==> src/rtl/ace_rom_bus_if.sv <==
// ace_rom_bus_if: Jupiter Ace CPU-to-ROM read bridge (clk, rst, cpu_a/mreq_n/rd_n/wr_n in; rom_a out, rom_dout in; cpu_din/rom_sel/cpu_wait_n/wr_viol out); ACE_ROM_WAIT_EN enables cpu_wait_n stretching
module ace_rom_bus_if #(
  parameter logic [2:0] ROM_BASE_HI = 3'b000,
  parameter logic [7:0] IDLE_DATA = 8'hFF
) (
  input  logic        clk,
  input  logic        rst,
  input  logic [15:0] cpu_a,
  input  logic        cpu_mreq_n,
  input  logic        cpu_rd_n,
  input  logic        cpu_wr_n,
  output logic [12:0] rom_a,
  input  logic [7:0]  rom_dout,
  output logic [7:0]  cpu_din,
  output logic        rom_sel,
  output logic        cpu_wait_n,
  output logic        wr_viol
);
  localparam logic [1:0] IDLE = 2'd0, ISSUE = 2'd1, CAPTURE = 2'd2, HOLD = 2'd3;
  logic [1:0] state, state_d;
  logic hit, rd_act, wr_act, rd_act_q, wr_act_q, rd_start, wr_start;
  logic [7:0] data_q;
  assign hit = (cpu_a[15:13] == ROM_BASE_HI) && !cpu_mreq_n;
  assign rd_act = hit && !cpu_rd_n;
  assign wr_act = hit && !cpu_wr_n;
  assign rd_start = rd_act && !rd_act_q;
  assign wr_start = wr_act && !wr_act_q;
  assign rom_sel = state == HOLD;
  assign cpu_din = rom_sel ? data_q : IDLE_DATA;
  always_comb
    state_d = state == IDLE ? (rd_start ? ISSUE : IDLE) :
              !rd_act ? IDLE :
              state == HOLD ? HOLD : state + 2'd1;
  always_ff @(posedge clk)
    if (rst) begin
      state <= IDLE;
      rom_a <= '0;
      data_q <= 8'hFF;
      rd_act_q <= 1'b0;
      wr_act_q <= 1'b0;
      wr_viol <= 1'b0;
    end else begin
      state <= state_d;
      rd_act_q <= rd_act;
      wr_act_q <= wr_act;
      wr_viol <= wr_start;
      if (state == IDLE && rd_start) rom_a <= cpu_a[12:0];
      if (state == CAPTURE && rd_act) data_q <= rom_dout;
    end
`ifdef ACE_ROM_WAIT_EN
  always_ff @(posedge clk)
    if (rst) cpu_wait_n <= 1'b1;
    else cpu_wait_n <= !(state_d == ISSUE || state_d == CAPTURE);
`else
  assign cpu_wait_n = 1'b1;
`endif
endmodule

==> config.mk <==
export PLATFORM = sky130hd
export DESIGN_NAME = ace_rom_bus_if
export DESIGN_NICKNAME = d
export VERILOG_FILES = /design/src/rtl/ace_rom_bus_if.sv
export SDC_FILE = /design/constraint.sdc
export NUM_CORES = 1
export LEC_CHECK = 0
export BUFFER_PORTS_ARGS = -buffer_cell sky130_fd_sc_hd__buf_2
export CAP_MARGIN = 20
export CORE_MARGIN = 5
export CORE_UTILIZATION = 25
export CTS_BUF_LIST = sky130_fd_sc_hd__clkbuf_4 sky130_fd_sc_hd__clkbuf_8 sky130_fd_sc_hd__clkbuf_16
export CTS_CLUSTER_SIZE = 28
export DETAILED_ROUTE_END_ITERATION = 8
export GPL_TIMING_DRIVEN = 0
export PLACE_DENSITY = 0.53
export REMOVE_ABC_BUFFERS = 1
export SLEW_MARGIN = 20
export SYNTH_ARGS = -nofsm -noshare
export SYNTH_HDL_FRONTEND = slang
export SYNTH_SLANG_ARGS = --single-unit
==> constraint.sdc <==
create_clock -name clk -period 3.7 [get_ports clk]
set_input_delay 0.37 -clock clk [delete_from_list [all_inputs] [get_ports clk]]
set_output_delay 0.37 -clock clk [all_outputs]
set_load 0.01 [all_outputs]
==> results <==
- Traced cell by cell, the critical path runs through nand2_1 > or2_2 > buf_2.
- The number of antenna violations at the first check in global routing is 0.
- The mapped netlist covers 1170 um2.
- The count of port buffers added during placement is 51.
- The smallest clock period supported by the final layout is computed as 1760 ps.
- The utilization of the core after routing is 0.326.
- The post-synthesis adder-cell area fraction is 0.
- OpenSTA, run right after detailed placement, puts the worst setup slack at 1960 ps.
- For this configuration, the core starts out at a cell density of 0.254.
- Detailed placement finished with a half-perimeter wire length of 2.38 mm.
- In the global route stage, overall resource usage came out at 0.102.
- The cell count after synthesis is 127.
- The first detailed-routing pass ran for 4 iterations.
- The reported leakage power is 0.573 nW.
- The internal power of the cells totals 0.394 mW.
- The maximum ir drop on the vdd rail is 0.172 mV.
- The total negative slack for setup checks is 0 ps.
- The largest net degree at the start of global routing is 25.
- Of all flip-flops after synthesis, the portion carrying an async set or reset was 0.
- After clock tree synthesis, the clock-pin slew on the worst setup and hold paths is 90 ps.
- Power spread over the standard cell area amounts to 338 nW/um2.
- Dividing the detail-routed via count by the number of cells gives 5.05.
- For this run, the number of Yosys warnings is 0.
- The number of endpoints failing setup at the final stage is 0.
- The most used flip-flop cell after synthesis is sky130_fd_sc_hd__dfxtp_1.
- The relative area change from synthesis to final layout is 28.7%.
- TritonCTS built the clock tree.
- The average instance area after synthesis is 9.24 um2.
- In the finished design, the share of the clock period the worst path needs comes to 0.475.
- The share of total power dissipated in combinational logic is 0.089.
- The maximum achievable frequency is 569 MHz.
- Measured against the total synthesized area, the mux share comes to 0.
- The routed layout has 1,136 vias.
- The capturing element type of the critical path is a primary output.
- The class of the most critical setup path is flop to primary output.
- The placed standard-cell area is 1460 um2.
- The standard cell core area is 4630 um2.
- The transition at the pin with the smallest max-transition slack is 698 ps.
- The standard-cell row count is 25.
- The latest clock arrival within the worst-skew pair is 270 ps.
- The switching share of power is 0.229.
- The die extent in x is 78.5 um.
- The number of design rule violations left after detail routing is 0.
- The flow ran to the end, and the final reports show no timing, DRC or antenna violations.
- The root buffer cell is sky130_fd_sc_hd__clkbuf_8.
- The synthesized-area fraction occupied by xor and xnor cells is 0.
- Max-cap violations in this run came to 0.
- Of the total power, registers draw 0.554.
- Data on the critical path arrives at its endpoint at 1390 ps.
- The repair_antennas step left the layout with diodes totalling 0.
- The net load switching power is 0.117 mW.
- Counting instances, the worst hold path has a depth of 2.
- The number of cells on the worst reg-to-reg path is 3.
- For this run, the register share of the synthesized area comes to 0.443.
- For this run the aggregate overflow at the end of global routing stands at 0.
- The final-report hold violation count is 0.
- The number of different library cells used by synthesis comes to 27.
- Of all nets on the critical path, the largest fanout is 9.
- Setup repair after global routing left no endpoint under its margin.
- The clock drives 26 sinks.
- Once the clock tree was built, the resizer swapped 0 gates to a different size.
- The startpoint of the lowest-slack register-to-register path is state[1].
- The delay of the slowest cell on the worst path is 460 ps.
- After synthesis the netlist holds a flip-flop and latch count of 26.
- The wire length of the first global-routing pass is 5.05 mm.
- Setup slack closes at 1940 ps.
- The number of slew-limit violations in the final report is 0.
- Of the total synthesized cell area, the portion taken by AND, OR, NAND and NOR gates is 0.208.
- At the worst endpoint, the required time is 3330 ps.
- Leaving out fill and tap cells, the most frequent cell in the layout is sky130_fd_sc_hd__buf_2.
- After clock tree synthesis, the setup repair step added 0 buffers.
- The number of hold buffers added after CTS is 0.
- The buffer depth of the longest clock path is 2.
- After synthesis, the largest family of logic cells by area is compound AO/OA/AOI/OAI gates.
- Dividing the detail-routed wire length by the instance count gives 14.4 um.
- The number of top-level pins is 53.
- The die covers 6160 um2.
- The endpoint identified for the worst register-to-register timing path is rom_a[1].
- The path with the worst hold slack has its endpoint at wr_viol.
- The worst-case register-to-register setup slack is 2090 ps.
- The fraction of the mapped netlist area in compound gates is 0.277.
- The relative contribution of the clock network to total power is 0.357.
- The sort of element at the start of the critical path is a flop.
- The slowest cell on the critical path is sky130_fd_sc_hd__dfxtp_1.
- The setup skew after layout is 0.857 ps.
- The floorplan step set the die height to 78.5 um.
- The worst hold path startpoint is cpu_wr_n.
- The number of buffers created by CTS is 3.
- The last weighted congestion value of the routability-driven placer is 0.705.
- The finished layout cell area is 1510 um2.
- The fraction of final layout cells with drive strength greater than 1 is 0.480.
- The worst min-delay path class is input pin to flop.
- The headroom to the max-slew limit is 0.534.
- The detail route stage leaves a number of antenna-violating nets equal to 0.
- In the layout the commonest cells are sky130_fd_sc_hd__buf_2 (52), sky130_fd_sc_hd__dfxtp_1 (26), sky130_fd_sc_hd__nand4_1 (13), sky130_fd_sc_hd__a21oi_1 (13), sky130_fd_sc_hd__o31ai_2 (10).
- The final wirelength is 3.23 mm.
- At the end of the flow, the number of nets in the layout was 201.
- The count of flip-flops with a built-in enable after synthesis is 0.
- The via count of the first global-routing pass is 981.
- The H-tree depth is 1.
- The initial detailed-routing violation count is 58.
-- state kept, by name (all words and copies together), names as in the netlist --
signal    flops
wr_viol       1
state         2
rom_a        13
wr_act_q      1
rd_act_q      1
data_q        8
-- synthesized netlist by cell type, types with 2 or more instances --
cell	instances	area share
sky130_fd_sc_hd__o21a_1	2	0.013
sky130_fd_sc_hd__dfxtp_1	26	0.44
sky130_fd_sc_hd__buf_1	3	0.0096
sky130_fd_sc_hd__a41oi_1	3	0.022
sky130_fd_sc_hd__nor3_1	2	0.0085
sky130_fd_sc_hd__buf_6	2	0.019
sky130_fd_sc_hd__inv_1	2	0.0064
sky130_fd_sc_hd__a31oi_1	5	0.027
sky130_fd_sc_hd__nand2_1	9	0.029
sky130_fd_sc_hd__nand4_1	13	0.069
sky130_fd_sc_hd__o31ai_1	3	0.019
sky130_fd_sc_hd__o21ai_1	8	0.034
sky130_fd_sc_hd__o31ai_2	10	0.11
sky130_fd_sc_hd__or2_2	8	0.043
sky130_fd_sc_hd__clkbuf_1	7	0.022
sky130_fd_sc_hd__a21oi_1	13	0.055
-- worst max-delay path by stage --
stage	start	end	slack, ps	cells past startpoint
final	state[1]	cpu_din[1]	1940	3
after global routing	state[1]	cpu_din[0]	1830	3
after global placement	cpu_a[14]	data_q[6]	220	4
after detailed placement	cpu_a[14]	rom_a[1]	1960	4
after CTS	state[1]	cpu_din[1]	1930	3
after floorplan	cpu_a[14]	data_q[0]	1300	3
-- area by class of cell --
| cell class | instances | area [um2] |
|---|---|---|
| sequential | 26 | 520 |
| clock buffer | 4 | 55.1 |
| tap | 54 | 67.6 |
| inverter | 2 | 7.51 |
| fill | 493 | 3120 |
| timing repair buffer | 54 | 275 |
| multi-input combinational | 85 | 584 |
-- layer usage --
metal | routed length [um] | GRT usage
met4 | 0 | 0.00524
met2 | 1420 | 0.164
met1 | 1520 | 0.136
met3 | 299 | 0.0378
met5 | 0 | 0
-- worst max-delay path: cells and delay by family, from the launching register on --
kind                   cells  cell delay [ps]
buffers and inverters      1              140
DFF                        1              460
and+or+nand+nor            2              530
-- power by group through the flow --
stage | Combinational [mW] | Clock, mW | Sequential (mW)
detailed placement | 0.0452 | 0 | 0.290
finish | 0.0453 | 0.183 | 0.283
floorplan | 0.0135 | 0 | 0.291
global placement | 0.0440 | 0 | 0.290
global route | 0.0500 | 0.197 | 0.284
CTS | 0.0453 | 0.190 | 0.283
-- stage by stage --
stage / power, mW / hold WS, ps / cells
finish: 0.511 / 280 / 225
global placement: 0.334 / 394 / 218
detailed placement: 0.335 / 400 / 221
floorplan: 0.304 / 391 / 113
global route: 0.531 / 281 / 225
CTS: 0.518 / 274 / 225
-- cell families after synthesis --
logic type	Yosys count
AND/OR/NAND/NOR	40
flip-flops	26
other	1
AO/OA/AOI/OAI	44
buffers and inverters	16
Note: power is estimated with default switching activity, not from simulation.
